--- config.mk ---
export PLATFORM = sky130hd
export DESIGN_NAME = if_stage_fq
export DESIGN_NICKNAME = d
export VERILOG_FILES = /design/src/rtl/if_stage_fq.sv
export SDC_FILE = /design/constraint.sdc
export NUM_CORES = 1
export LEC_CHECK = 0
export CAP_MARGIN = 20
export CORE_UTILIZATION = 49
export CTS_CLUSTER_DIAMETER = 100
export CTS_CLUSTER_SIZE = 14
export DETAILED_ROUTE_END_ITERATION = 10
export GPL_TIMING_DRIVEN = 0
export PLACE_DENSITY = 0.85
export SLEW_MARGIN = 10
export SYNTH_ARGS = -nofsm -noshare
export SYNTH_HDL_FRONTEND = slang
export SYNTH_SLANG_ARGS = --single-unit
--- constraint.sdc ---
create_clock -name clk -period 5.3 [get_ports clk]
set_clock_uncertainty 0.15 [all_clocks]
set_input_delay 1.06 -clock clk [delete_from_list [all_inputs] [get_ports clk]]
set_output_delay 1.06 -clock clk [all_outputs]
set_load 0.01 [all_outputs]
--- src/rtl/if_stage_fq.sv ---
// Instruction fetch stage: addr_ok/data_ok memory port, up to MAX_OUT fetches in flight,
// and an FQ_DEPTH-entry fetch queue feeding decode. Redirects squash in-flight responses.
module if_stage_fq #(
    parameter logic [31:0] RESET_PC  = 32'h1c000000,
    parameter int unsigned FQ_DEPTH  = 4,
    parameter int unsigned MAX_OUT   = 2,
    parameter int unsigned BP_INFO_W = 36
) (
    input  logic                           clk,
    input  logic                           resetn,
    input  logic                           flush_valid,
    input  logic [31:0]                    flush_pc,
    input  logic                           br_valid,
    input  logic [31:0]                    br_target,
    output logic [31:0]                    bp_pc_o,
    input  logic                           bp_taken,
    input  logic [31:0]                    bp_target,
    input  logic [BP_INFO_W-1:0]           bp_info,
    output logic                           inst_req,
    output logic [31:0]                    inst_addr,
    input  logic                           inst_addr_ok,
    input  logic                           inst_data_ok,
    input  logic [31:0]                    inst_rdata,
    output logic                           fs_to_ds_valid,
    input  logic                           ds_allowin,
    output logic [BP_INFO_W+63:0]          fs_to_ds_bus,
    output logic [$clog2(FQ_DEPTH+1)-1:0]  fq_count
);

    localparam int unsigned CW  = $clog2(FQ_DEPTH + 1);
    localparam int unsigned OW  = $clog2(MAX_OUT + 1);
    localparam int unsigned FPW = $clog2(FQ_DEPTH);
    localparam int unsigned MPW = (MAX_OUT > 1) ? $clog2(MAX_OUT) : 1;
    localparam int unsigned BW  = BP_INFO_W + 64;

    logic [31:0]          fetch_pc;
    logic [OW-1:0]        inflight;
    logic [OW-1:0]        discard;

    logic [31:0]          meta_pc   [MAX_OUT];
    logic [BP_INFO_W-1:0] meta_info [MAX_OUT];
    logic [MPW-1:0]       meta_wr;
    logic [MPW-1:0]       meta_rd;

    logic [BW-1:0]        fq_mem [FQ_DEPTH];
    logic [FPW-1:0]       fq_wr;
    logic [FPW-1:0]       fq_rd;

    logic                 redirect;
    logic [31:0]          redirect_pc;
    logic                 accept;
    logic                 fq_push;
    logic                 fq_pop;

    function automatic logic [MPW-1:0] meta_next(input logic [MPW-1:0] p);
        return (32'(p) == MAX_OUT - 1) ? '0 : p + MPW'(1);
    endfunction

    always_comb begin
        redirect       = flush_valid || br_valid;
        redirect_pc    = flush_valid ? flush_pc : br_target;
        // Credits count responses still in flight (even squashed ones) so every
        // accepted fetch is guaranteed an FQ slot when its data returns.
        inst_req       = resetn && !redirect
                         && (32'(inflight) < MAX_OUT)
                         && (32'(inflight) + 32'(fq_count) < FQ_DEPTH);
        accept         = inst_req && inst_addr_ok;
        fq_push        = inst_data_ok && !redirect && (discard == '0);
        fs_to_ds_valid = (fq_count != '0);
        fq_pop         = fs_to_ds_valid && ds_allowin && !redirect;
        inst_addr      = fetch_pc;
        bp_pc_o        = fetch_pc;
        fs_to_ds_bus   = fq_mem[fq_rd];
    end

    always_ff @(posedge clk or negedge resetn) begin
        if (!resetn) begin
            fetch_pc <= RESET_PC;
            inflight <= '0;
            discard  <= '0;
            meta_wr  <= '0;
            meta_rd  <= '0;
            fq_wr    <= '0;
            fq_rd    <= '0;
            fq_count <= '0;
        end else begin
            if (redirect)
                fetch_pc <= redirect_pc;
            else if (accept)
                fetch_pc <= bp_taken ? bp_target : fetch_pc + 32'd4;

            inflight <= inflight + OW'(accept) - OW'(inst_data_ok);

            // No accept can happen in a redirect cycle, so everything left in flight is stale.
            if (redirect)
                discard <= inflight - OW'(inst_data_ok);
            else if (inst_data_ok && discard != '0)
                discard <= discard - OW'(1);

            if (accept)
                meta_wr <= meta_next(meta_wr);
            if (inst_data_ok)
                meta_rd <= meta_next(meta_rd);

            if (redirect) begin
                fq_wr    <= '0;
                fq_rd    <= '0;
                fq_count <= '0;
            end else begin
                if (fq_push)
                    fq_wr <= fq_wr + FPW'(1);
                if (fq_pop)
                    fq_rd <= fq_rd + FPW'(1);
                fq_count <= fq_count + CW'(fq_push) - CW'(fq_pop);
            end
        end
    end

    always_ff @(posedge clk) begin
        if (accept) begin
            meta_pc[meta_wr]   <= fetch_pc;
            meta_info[meta_wr] <= bp_info;
        end
        if (fq_push)
            fq_mem[fq_wr] <= {meta_info[meta_rd], inst_rdata, meta_pc[meta_rd]};
    end

endmodule

### Yosys cells after proc, flatten, opt, wreduce, memory -nomap -nowiden

Memory sizes are Yosys's and may differ from the RTL's.
Index checks and enable logic that the tools add are counted.

* register bits: 45
* memory bits (writable): 536
* bits of input ports: 172
* output and inout port bits: 169
* logic and storage cells: 60
* memories: 3

* add/subtract/negate cells: 12
* order comparisons: 2
* muxes and demuxes: 17
* reductions and logical operators: 18

Memories
* fq_mem: depth 4, width 100, read ports 1, clocked after memory_dff 0, wr ports 1, RTL line 45 `logic [BW-1:0] fq_mem [FQ_DEPTH];`
* meta_info: depth 2, width 36, read ports 1, clocked after memory_dff 0, wr ports 1, RTL line 41 `logic [BP_INFO_W-1:0] meta_info [MAX_OUT];`
* meta_pc: depth 2, width 32, read ports 1, clocked after memory_dff 0, wr ports 1, RTL line 40 `logic [31:0] meta_pc [MAX_OUT];`

Operators by type and width (number)
* 2-to-1 mux 32 bit: 4
* adder 32 x 3 -> 32 bit (second input constant): 1
* 2-to-1 mux 2 bit: 6
* nonzero test 2 bit: 5
* logical AND 1 bit: 9
* 2-to-1 mux 1 bit: 6
* adder 2 x 1 -> 2 bit (second input constant): 2
* adder 2 x 3 -> 4 bit: 1
* less-than comparator 4 x 3 -> 1 bit (second input constant): 1
* subtractor 2 x 1 -> 2 bit: 2
* adder 3 x 1 -> 3 bit: 1
* 2-to-1 mux 3 bit: 1
* nonzero test 3 bit: 1
* subtractor 3 x 1 -> 3 bit: 1
* adder 1 bit (second input constant): 2
* adder 2 x 1 -> 2 bit: 1
* logical NOT 2 bit: 1
* less-than comparator 2 bit (second input constant): 1
* subtractor 2 x 1 -> 2 bit (second input constant): 1
* logical NOT 1 bit: 1
* logical OR 1 bit: 1

### Depth between registers and ports, before layout

Gate-level depths: netlist of run 1.

* depth in word-level cells: 8
* mapped depth: 13

### Least setup slack after synthesis of run 1

No wires, ideal clock.

* path type: input -> register
* start point: in br_valid
* end point: mem meta_info[0][0] (enable)
* library setup time: 494 ps
* arrival time: 4786 ps
* setup slack: -130 ps
* stages on the path: 7
* buffers on the path: 3
* cell sequence: buf_6 a311oi_4 and3_1 buf_6 inv_6 buf_2 nor2_1

* word-level cells in the longest chain between the ends: 8

Ends and longest elaborated chain
* start: declaration: RTL line 13 `input logic br_valid,`
* logical OR 1 bit: RTL line 60 `redirect = flush_valid || br_valid;`
* logical NOT 1 bit: RTL line 64 `inst_req = resetn && !redirect`
* logical AND 1 bit: RTL line 64
* logical AND 1 bit: RTL line 65 `&& (32'(inflight) < MAX_OUT)`
* logical AND 1 bit: RTL line 66 `&& (32'(inflight) + 32'(fq_count) < FQ_DEPTH);`
* logical AND 1 bit: RTL line 67 `accept = inst_req && inst_addr_ok;`
* 2-to-1 mux 1 bit: RTL line 120 `if (accept) begin`
* 2-to-1 mux 1 bit (implied by the code): RTL line 122 `meta_info[meta_wr] <= bp_info;`
* end: declaration: RTL line 41

No other way between the ends.

### Final worst setup path of run 1

* start point: reg fq_rd[1]
* end point: out fs_to_ds_bus[16]

* word-level cells in the longest chain between the ends: 1

Ends and longest elaborated chain
* start: declaration: RTL line 47 `logic [FPW-1:0] fq_rd;`
* start signal: assignment: RTL line 113 `fq_rd <= fq_rd + FPW'(1);`
* memory (4 x 100 bit)
* end: declaration: RTL line 26 `output logic [BP_INFO_W+63:0] fs_to_ds_bus,`

No other way between the ends.

==> summary.md, run 1 <==
| Metric | Value |
|---|---|
| Synth warnings | 0 |
| Peak supply drop | between 200 and 250 uV |
| Core Area | 45,800 um^2 |
| Largest family of logic cells by synthesized area | multiplexers |
| Iteration-0 DRC Markers | 972 |
| Cell variety after synth | between 60 and 70 |
| Area of the multi-input gates | between 5000 and 6000 um^2 |
| RSZ-0062 raised after global routing | no |
| Initial antenna violation count | 1 |
| Commonest cells after routing, fill and taps aside | 536 x edfxtp_1, 337 x clkdlybuf4s50_1, 100 x mux4_2 |
| Sequential share of power | 0.552 |
| Setup CP Type | flop to output port |
| Pin count of the biggest net entering global routing | 43 |
| Post-Route M1 WL | 21,400 um |
| Worst path arrival time | ~3.2 ns |
| Vias per cell | roughly 5.6 |
| Drt wl/cell | between 20 and 25 um |
| WP data required | slightly above 4 ns |
| Sw Pwr | between 2 and 2.5 mW |
| Die ar. | ~48,000 um^2 |
| Setup_tns | 0 ns |
| Final worst setup slack | 0.846 ns |
| LEAKAGE | roughly 9.3 nW |
| Post-CTS Setup Bufs | 0 |
| Delay of the slowest critical-path stage | between 0.7 and 0.8 ns |
| Dpl ws | around 0.9 ns |
| Via Count | 12,300 |
| Post-layout min period | between 4 and 5 ns |
| H-tree levels | 2 |
| ANT cells | 0 |
| # setup viols final | 0 |
| Routed WL | between 50,000 and 60,000 um |
| Gate power share | 0.127 |
| Internal power | ~7.6 mW |
| Post-synthesis xor/xnor area fraction | 0.0107 |
| Sw frac | 0.226 |
| Post-CTS sizing | 0 |
| Worst-Margin Slew | between 0.9 and 1 ns |
| Post-synth EDFFs | between 500 and 600 |
| Number of synthesized register bits | between 500 and 600 |
| Mapped Cells | approximately 1,200 |
| WP buf/inv | 3 |
| Commonest non-fill, non-tap cell in the layout | edfxtp_1 |
| Syn avg cell area | roughly 20 um^2 |
| Met3 WL | roughly 3800 um |
| Seq/Total Area, Yosys | 0.750 |
| Critical path, cell by cell | clkbuf_1 -> buf_1 -> mux4_2 -> clkdlybuf4s50_1 |
| Power per cell area | ~340 nW/um^2 |
| CP Launch Type | flop |
| Dpl hpwl | between 30,000 and 40,000 um |
| Initial core utilization | 0.502 |
| Skew-Pair Late Insertion Delay | 0.57 ns |
| Die Span Y | 219 um |
| Layout cell share with drive strength beyond 1 | 0.197 |
| Die width | roughly 220 um |
| Area fraction in compound gates after synthesis | 0.0343 |
| Largest delay share family, worst path | buffers and inverters |
| GPL Wtd Cong | 0.893 |
| CP max stage cell | clkbuf_1 |
| Port Buffer Count | between 300 and 400 |
| Status | complete, no violations |
| Clock tree sinks | 581 |
| Final hold vios | 0 |
| Design Power | ~9.8 mW |
| Ports | roughly 340 |
| FP Rows | 78 |
| Clock power frac | 0.321 |
| Met2 WL | 27,000 um |
| Vias in the first global route | roughly 13,000 |
| Area Growth Syn to Fin | 25.0% |
| Final period utilization | 0.840 |
| # DRC | 0 |
| Mapped cell area | 23,000 um^2 |
| Fillers | between 3,000 and 4,000 |
| Critical Path Fanout Max | 10 |
| Max-slew violation count | 0 |
| First-pass GRT wire length | a little under 80,000 um |
| Mux contribution to synthesized area | 0.136 |
| Worst min-delay path category | input port to async pin |
| Post-layout util | 0.628 |
| CTS tree | done |
| Async SR Flop Fraction | 0.0775 |
| Top Metal Used | met5 |
| Simple-Gate Fraction of Synth Area | 0.0370 |
| Clock-pin slew on the worst setup and hold paths | 0.07 ns |
| Synth Flop Type | edfxtp_1 |
| DRT Pass-1 Iters | 5 |
| Fmax | about 0.22 GHz |
| Tot GR Track Use | 0.229 |
| Root Buffer | clkbuf_16 |
| Adder-Cell Fraction of Synth Area | 0.00740 |
| Num CTS Buffers | 47 |
| Final nets | approximately 1,800 |
| Fin Hold WS | between 0.2 and 0.3 ns |
| Max Cap Viol | 0 |
| Clock buffer depth | 3 |
| Grt ovf | 0 |
| Hold_buf cts | 0 |
| Syn nets | 1,357 |
| Reg area | about 17,000 um^2 |
| Relative slew margins | 0.373 |
| Post-route antenna net violation count | 0 |
| CP endpoint kind | output port |
## synthesized netlist by cell type (4+ instances only)
master	count	area share
nor2_1	30	0.0049
nand4_1	7	0.0019
mux4_2	100	0.098
ha_1	12	0.0065
and2_1	9	0.0025
xor2_1	14	0.0053
o22ai_1	7	0.0019
buf_4	32	0.010
and3_1	7	0.0019
buf_1	6	0.00098
mux2_2	68	0.033
edfxtp_1	536	0.70
xnor2_1	14	0.0053
mux2i_1	10	0.0044
buf_6	4	0.0020
dfrtp_1	42	0.046
nand3_1	13	0.0028
a221oi_1	10	0.0038
a311oi_1	4	0.0015
clkbuf_1	26	0.0042
a21oi_1	25	0.0054
o211ai_1	8	0.0026
o21ai_0	31	0.0068
nor2b_1	18	0.0049
buf_2	20	0.0044
nand2_1	44	0.0072
inv_1	17	0.0028
## power groups by stage
| stage | clock [mW] | sequential, mW | combinational (mW) |
|---|---|---|---|
| after floorplan | 0 | 5.49 | 0.687 |
| after global placement | 0 | 5.53 | 1.21 |
| after detailed placement | 0 | 5.53 | 1.26 |
| after CTS | 3.21 | 5.43 | 1.27 |
| after global routing | 3.39 | 5.44 | 1.35 |
| final | 3.15 | 5.43 | 1.25 |
## state kept, by name, indices dropped and copies added, names as in the netlist
register	count
meta_pc	64
meta_wr	1
inflight	2
fq_count	3
bp_pc_o	32
discard	2
fq_mem	400
fq_rd	2
fq_wr	2
meta_info	72
meta_rd	1
## metrics by stage
stage               std cells  area (um^2)
CTS                      2190        28700
global placement         2110        27100
global route             2190        28700
floorplan                1172        23000
finish                   2190        28700
detailed placement       2122        27400
## area by class of cell
type	instances	share of cell area
flip-flops and latches	581	0.600
inverters	19	0.00266
multi-input cells	484	0.181
clock inverters	1	0.000305
plain buffers	88	0.0176
clock buffers	67	0.0450
repair buffers	350	0.128
well taps	600	0.0261
## cells by family (layout without fill, tap and decap cells)
logic type | count (synthesis) | count (layout)
simple gates | 151 | 151
compound gates | 114 | 114
buf+inv | 107 | 525
xor+xnor | 28 | 28
flops | 581 | 581
fa+ha+maj | 13 | 13
mux | 178 | 178
## worst paths after layout
kind | slack, ns | end | depth (start not counted) | from
setup reg to reg | 2.09 | meta_info[0][24] | 8 | fq_count[1]
max in group asynchronous | 4.14 | bp_pc_o[27] | 2 | resetn
min in group clk | 0.40 | meta_wr | 1 | meta_wr
setup / recovery | 0.85 | fs_to_ds_bus[16] | 4 | fq_rd[1]
hold / removal | 0.26 | discard[0] | 1 | resetn
hold reg to reg | 0.40 | meta_wr | 1 | meta_wr
## routing by layer
metal	up-vias	GRT usage
met1	6261	0.293
met3	91	0.0518
met2	511	0.384
met4	2	0.0783
li1	5471	-
met5	-	0
## worst register-to-register path, stage by stage, from the launching register on
cell      delay, ns
dfrtp_1        0.45
ha_1           0.35
a311oi_4       0.28
and3_1         0.21
buf_6          0.16
inv_6          0.09
buf_2          0.23
nor2_4         0.67
buf_12         0.29
(Power assumes the default switching activity.)
==> run 2, diff against run 1 <==
--- a/config.mk
+++ b/config.mk
@@ -6,12 +6,12 @@
 export NUM_CORES = 1
 export LEC_CHECK = 0
 export CAP_MARGIN = 20
-export CORE_UTILIZATION = 49
+export CORE_UTILIZATION = 54
 export CTS_CLUSTER_DIAMETER = 100
 export CTS_CLUSTER_SIZE = 14
 export DETAILED_ROUTE_END_ITERATION = 10
 export GPL_TIMING_DRIVEN = 0
-export PLACE_DENSITY = 0.85
+export PLACE_DENSITY = 0.89
 export SLEW_MARGIN = 10
 export SYNTH_ARGS = -nofsm -noshare
 export SYNTH_HDL_FRONTEND = slang
==> constraint.sdc (replaced) <==
create_clock -name clk -period 4.1 [get_ports clk]
set_clock_uncertainty 0.15 [all_clocks]
set_input_delay 0.82 -clock clk [delete_from_list [all_inputs] [get_ports clk]]
set_output_delay 0.82 -clock clk [all_outputs]
set_load 0.01 [all_outputs]
==> run 2 against run 1 <==
Net effect:
- sequential power grew 29%
- die area shrank 9.2%
- first-iteration DRC count shrank 3.6%
- worst hold slack lost 0.18 ns
- flip-flop and latch count is the same
- cell count shrank 2.8%
- largest cell class unchanged
- via count grew 0.71%
==> summary.md, run 2 (synthesized netlist as in run 1, its figures left out) <==
| Metric | Value |
|---|---|
| Peak supply drop | approximately 290 uV |
| Post-layout util | 0.682 |
| Post-layout min period | 3.95 ns |
| Die Span Y | roughly 210 um |
| Post-route antenna net violation count | 0 |
| FP Rows | 75 |
| Grt ovf | 0 |
| Critical Path Fanout Max | 11 |
| Iteration-0 DRC Markers | around 940 |
| Power per cell area | between 400 and 500 nW/um^2 |
| Clock-pin slew on the worst setup and hold paths | ~0.07 ns |
| Core Area | 41,900 um^2 |
| Reg area | between 15,000 and 20,000 um^2 |
| CP endpoint kind | output port |
| Worst min-delay path category | input port to async pin |
| RSZ-0062 raised after global routing | no |
| CP Launch Type | flop |
| Vias per cell | slightly below 6 |
| Port Buffer Count | 338 |
| Status | complete, no violations |
| Relative slew margins | 0.466 |
| Die width | between 200 and 250 um |
| Num CTS Buffers | 47 |
| Final period utilization | 0.964 |
| Initial core utilization | 0.548 |
| ANT cells | 0 |
| Die ar. | between 40,000 and 50,000 um^2 |
| Commonest non-fill, non-tap cell in the layout | edfxtp_1 |
| Max FFs per register | 400 |
| GPL Wtd Cong | slightly below 0.9 |
| Drt wl/cell | approximately 25 um |
| Top Registers | fq_mem: 400 flops, meta_info: 72 flops, meta_pc: 64 flops |
| Initial antenna violation count | 0 |
| Fillers | around 2,700 |
| Setup CP Type | flop to output port |
| Dpl hpwl | about 36,000 um |
| H-tree levels | 2 |
| Vias in the first global route | ~13,000 |
| Clock buffer depth | 3 |
| LEAKAGE | ~9.3 nW |
| Setup_tns | 0 ns |
| Skew-Pair Late Insertion Delay | between 0.5 and 0.6 ns |
| Final hold vios | 0 |
| Routed WL | approximately 54,000 um |
| Reg with most FFs | fq_mem |
| Pin count of the biggest net entering global routing | 44 |
| Ports | ~340 |
| Max Cap Viol | 0 |
| Layout cell share with drive strength beyond 1 | 0.199 |
| Fin Hold WS | about 0.076 ns |
| Worst path arrival time | roughly 3 ns |
| WP data required | 3.13 ns |
| # setup viols final | 0 |
| Tot GR Track Use | 0.252 |
| Hold_buf cts | 0 |
| Root Buffer | clkbuf_16 |
| Commonest cells after routing, fill and taps aside | 536 x edfxtp_1, 337 x clkdlybuf4s50_1, 100 x mux4_2 |
| DRT Pass-1 Iters | 5 |
| Final nets | about 1,800 |
| Via Count | about 12,000 |
| # DRC | 0 |
| Clock tree sinks | 581 |
| First-pass GRT wire length | slightly above 80,000 um |
| Area Growth Syn to Fin | 24.6% |
| Max-slew violation count | 0 |
| CTS tree | done |
| Worst-Margin Slew | approximately 0.8 ns |
| Area of the multi-input gates | 5190 um^2 |
| Fmax | approximately 0.25 GHz |
[run 2: changes by cell type in the layout (fill, tap and decap cells not counted), sizes merged]
cell	delta
inv	+1
buf	+1
clkinv	+1
clkbuf	-4
[run 2: final cells by class]
cell class              count  area share
clock inverters             3     0.00118
clock buffers              64      0.0441
flip-flops and latches    581       0.602
plain buffers              87      0.0176
well taps                 539      0.0236
multi-input cells         484       0.181
repair buffers            351       0.128
inverters                  19     0.00267
[run 2: through the flow]
stage	std cells	setup slack [ns]	cell area (um^2)	total power, mW
6_report	2128	0.146	28600	12.7
5_1_grt	2128	0.0344	28600	13.1
4_1_cts	2128	0.0652	28600	12.8
3_5_place_dp	2062	-0.0433	27300	8.77
3_3_place_gp	2049	-3.85	27000	8.69
2_1_floorplan	1172	0.0580	23000	7.98
[run 2: worst max-delay path: stages, from the launching register on]
cell	delay [ns]
dfrtp_1	0.81
buf_1	0.61
mux4_2	0.41
clkdlybuf4s50_1	0.57
[run 2: what timing repair did]
action | CTS | global route
endpoints found under the setup margin | 82 | 0
gates resized for setup | 1 | 0
endpoints found under the hold margin | 0 | 0
setup buffers | 0 | 0
[run 2: path summary, 6_finish.rpt]
check                       startpoint               end  slack [ns]  cells after the start
max                           fq_rd[1]  fs_to_ds_bus[17]        0.15                      3
min                             resetn       fq_count[0]        0.08                      1
max reg2reg                fq_count[1]   meta_info[0][8]        0.77                      9
min reg2reg                    meta_wr           meta_wr        0.42                      1
max in group asynchronous       resetn       bp_pc_o[27]        3.09                      2
min in group clk               meta_wr           meta_wr        0.42                      1
[run 2: power breakdown]
group	total, mW	internal, mW	switching (mW)
clock	4.05	2.13	1.92
sequential	7.02	6.85	0.174
combinational	1.63	0.824	0.806
[run 2: routing by layer]
metal  GRT usage  part of all wire  up-vias
met2       0.430              0.50      565
met1       0.325              0.39     6294
met5           0                 0        -
met3      0.0421             0.067       98
li1            -                 -     5467
met4       0.103             0.034        0
==> run 3, diff against run 2 <==
--- a/config.mk
+++ b/config.mk
@@ -8,7 +8,7 @@
 export CAP_MARGIN = 20
 export CORE_UTILIZATION = 54
 export CTS_CLUSTER_DIAMETER = 100
-export CTS_CLUSTER_SIZE = 14
+export CTS_CLUSTER_SIZE = 30
 export DETAILED_ROUTE_END_ITERATION = 10
 export GPL_TIMING_DRIVEN = 0
 export PLACE_DENSITY = 0.89
==> constraint.sdc (replaced) <==
create_clock -name clk -period 4.1 [get_ports clk]
set_clock_uncertainty 0.15 [all_clocks]
set_input_delay 0.615 -clock clk [delete_from_list [all_inputs] [get_ports clk]]
set_output_delay 0.615 -clock clk [all_outputs]
set_load 0.01 [all_outputs]
==> run 3 against run 2 <==
Net effect:
- power fell by 10%
- fmax rose by 3.9%
- flip-flop and latch count did not move
- clock-buffer cell count fell by 26
- routed wire length fell by 2.9%
- utilization fell by 1.5 points
- die area did not move
- sequential share of layout area rose by 1.3 points
- register-to-register slack barely moved
- global-route usage fell by 1.1 points
==> summary.md, run 3 (synthesized netlist as in run 1, its figures left out) <==
| Metric | Value |
|---|---|
| Setup CP Type | flop to output port |
| Core Area | 41,900 um^2 |
| Reg with most FFs | fq_mem |
| Post-CTS Setup Bufs | 0 |
| Post-CTS sizing | 0 |
| Register-to-register setup slack | slightly below 0.8 ns |
| Iteration-0 DRC Markers | approximately 910 |
| H-tree levels | 1 |
| Final hold vios | 0 |
| # DRC | 0 |
| Final period utilization | 0.928 |
| Port Buffer Count | approximately 340 |
| Worst path arrival time | between 3 and 4 ns |
| CTS tree | done |
| # setup viols final | 0 |
| RSZ-0062 raised after global routing | no |
| Die width | between 200 and 250 um |
| Routed WL | approximately 52,000 um |
| Final nets | roughly 1,700 |
| Commonest non-fill, non-tap cell in the layout | edfxtp_1 |
| M3 GR Usage | 0.0370 |
| CP endpoint kind | output port |
| CP Launch Type | flop |
| Status | complete, no violations |
| Vias in the first global route | 13,000 |
| Clock buffer depth | 3 |
| Initial core utilization | 0.548 |
| Met1 Use GR | 0.314 |
| Final std cells w/o fill | around 2,100 |
| Fmax | roughly 0.26 GHz |
| Crit path to | fs_to_ds_bus[9] |
| Dpl hpwl | 36,400 um |
| Grt ovf | 0 |
| Power per cell area | about 410 nW/um^2 |
| FP Rows | 75 |
| Reg2reg end | meta_info[0][15] |
| Critical R2R Launch | fq_count[1] |
| Drt wl/cell | ~25 um |
| Skew-Pair Late Insertion Delay | 0.57 ns |
| Peak supply drop | about 250 uV |
| Worst-Margin Slew | roughly 0.83 ns |
| Critical Path Fanout Max | 11 |
| Area Growth Syn to Fin | 21.9% |
| Die ar. | 43,400 um^2 |
| Max-slew violation count | 0 |
| First-pass GRT wire length | slightly below 80,000 um |
| Commonest cells after routing, fill and taps aside | 536 x edfxtp_1, 337 x clkdlybuf4s50_1, 100 x mux4_2 |
| Final worst setup slack | 0.296 ns |
| GRT Max-Usage Layer | met2 |
| Post-route antenna net violation count | 0 |
| Vias per cell | 5.81 |
| Pin count of the biggest net entering global routing | 44 |
| Die Span Y | around 210 um |
| Num CTS Buffers | 23 |
| Dpl ws | ~0.16 ns |
| Initial antenna violation count | 0 |
| DRT Pass-1 Iters | 5 |
| M2 GR Usage | 0.420 |
| Top Registers | fq_mem: 400 flops, meta_info: 72 flops, meta_pc: 64 flops |
| Clock-pin slew on the worst setup and hold paths | roughly 0.11 ns |
| Clock tree sinks | 581 |
| Worst min-delay path category | input port to flop |
| GPL Wtd Cong | approximately 0.89 |
| WP data required | about 3.3 ns |
| ANT cells | 0 |
| Via Count | between 10,000 and 15,000 |
| Tot GR Track Use | 0.242 |
| Relative slew margins | 0.444 |
| Max Cap Viol | 0 |
| Root Buffer | clkbuf_16 |
| Post-layout min period | about 3.8 ns |
| Max FFs per register | 400 |
| Ports | between 300 and 400 |
| Layout cell share with drive strength beyond 1 | 0.186 |
| LEAKAGE | 9.03 nW |
| DP Area | between 20,000 and 30,000 um^2 |
| Worst Setup SP | fq_rd[1] |
| Worst Reg-to-Reg Cells | 9 |
| Cell area after layout | about 28,000 um^2 |
| Post-Place Cells | 2,062 |
run 3: how the worst min path moves through the flow:
stage	startpoint	to	slack (ns)	cells past startpoint
global route	br_valid	bp_pc_o[11]	0.42	4
global placement	meta_wr	meta_wr	0.34	1
floorplan	resetn	bp_pc_o[0]	0.17	0
CTS	bp_taken	bp_pc_o[30]	0.39	4
detailed placement	meta_wr	meta_wr	0.40	1
finish	br_valid	bp_pc_o[11]	0.41	4
run 3: where the power goes:
group	leakage [nW]	switching [mW]	internal, mW
sequential	5.36	0.172	6.84
combinational	3.35	0.793	0.823
clock	0.317	1.67	1.09
total	9.03	2.64	8.75
run 3: area by class of cell:
cell class              count  area (um^2)
inverters                  19         76.3
multi-input cells         484         5190
repair buffers            352         3670
fillers                  2754        13900
flip-flops and latches    581        17200
clock inverters             3         30.0
clock buffers              38          632
plain buffers              87          502
well taps                 539          674
run 3: critical path: stages, from the launching register on:
cell and delay, ns:
dfrtp_1 0.83, clkbuf_1 0.64, mux4_2 0.40, clkdlybuf4s50_1 0.59
run 3: stage by stage:
stage	power, mW	TNS, ns	hold slack [ns]	utilization
2_1_floorplan	7.98	0	0.169	-
3_3_place_gp	8.69	-840.35	0.344	0.645
3_5_place_dp	8.77	0	0.398	0.652
4_1_cts	11.5	0	0.393	0.668
5_1_grt	11.8	0	0.420	0.668
6_report	11.4	0	0.414	0.668
run 3: what timing repair did:
| action | CTS | global route |
|---|---|---|
| hold endpoints to repair | 21 | 0 |
| endpoints found under the setup margin | 7 | 0 |
| hold buffers | 1 | 0 |
run 3: routing by layer:
layer	vias to the layer above	wire length, um	share of wire
li1	5415	-	-
met1	6202	20600	0.39
met2	514	26600	0.51
met3	78	3600	0.069
met4	0	1600	0.031
met5	-	0	0
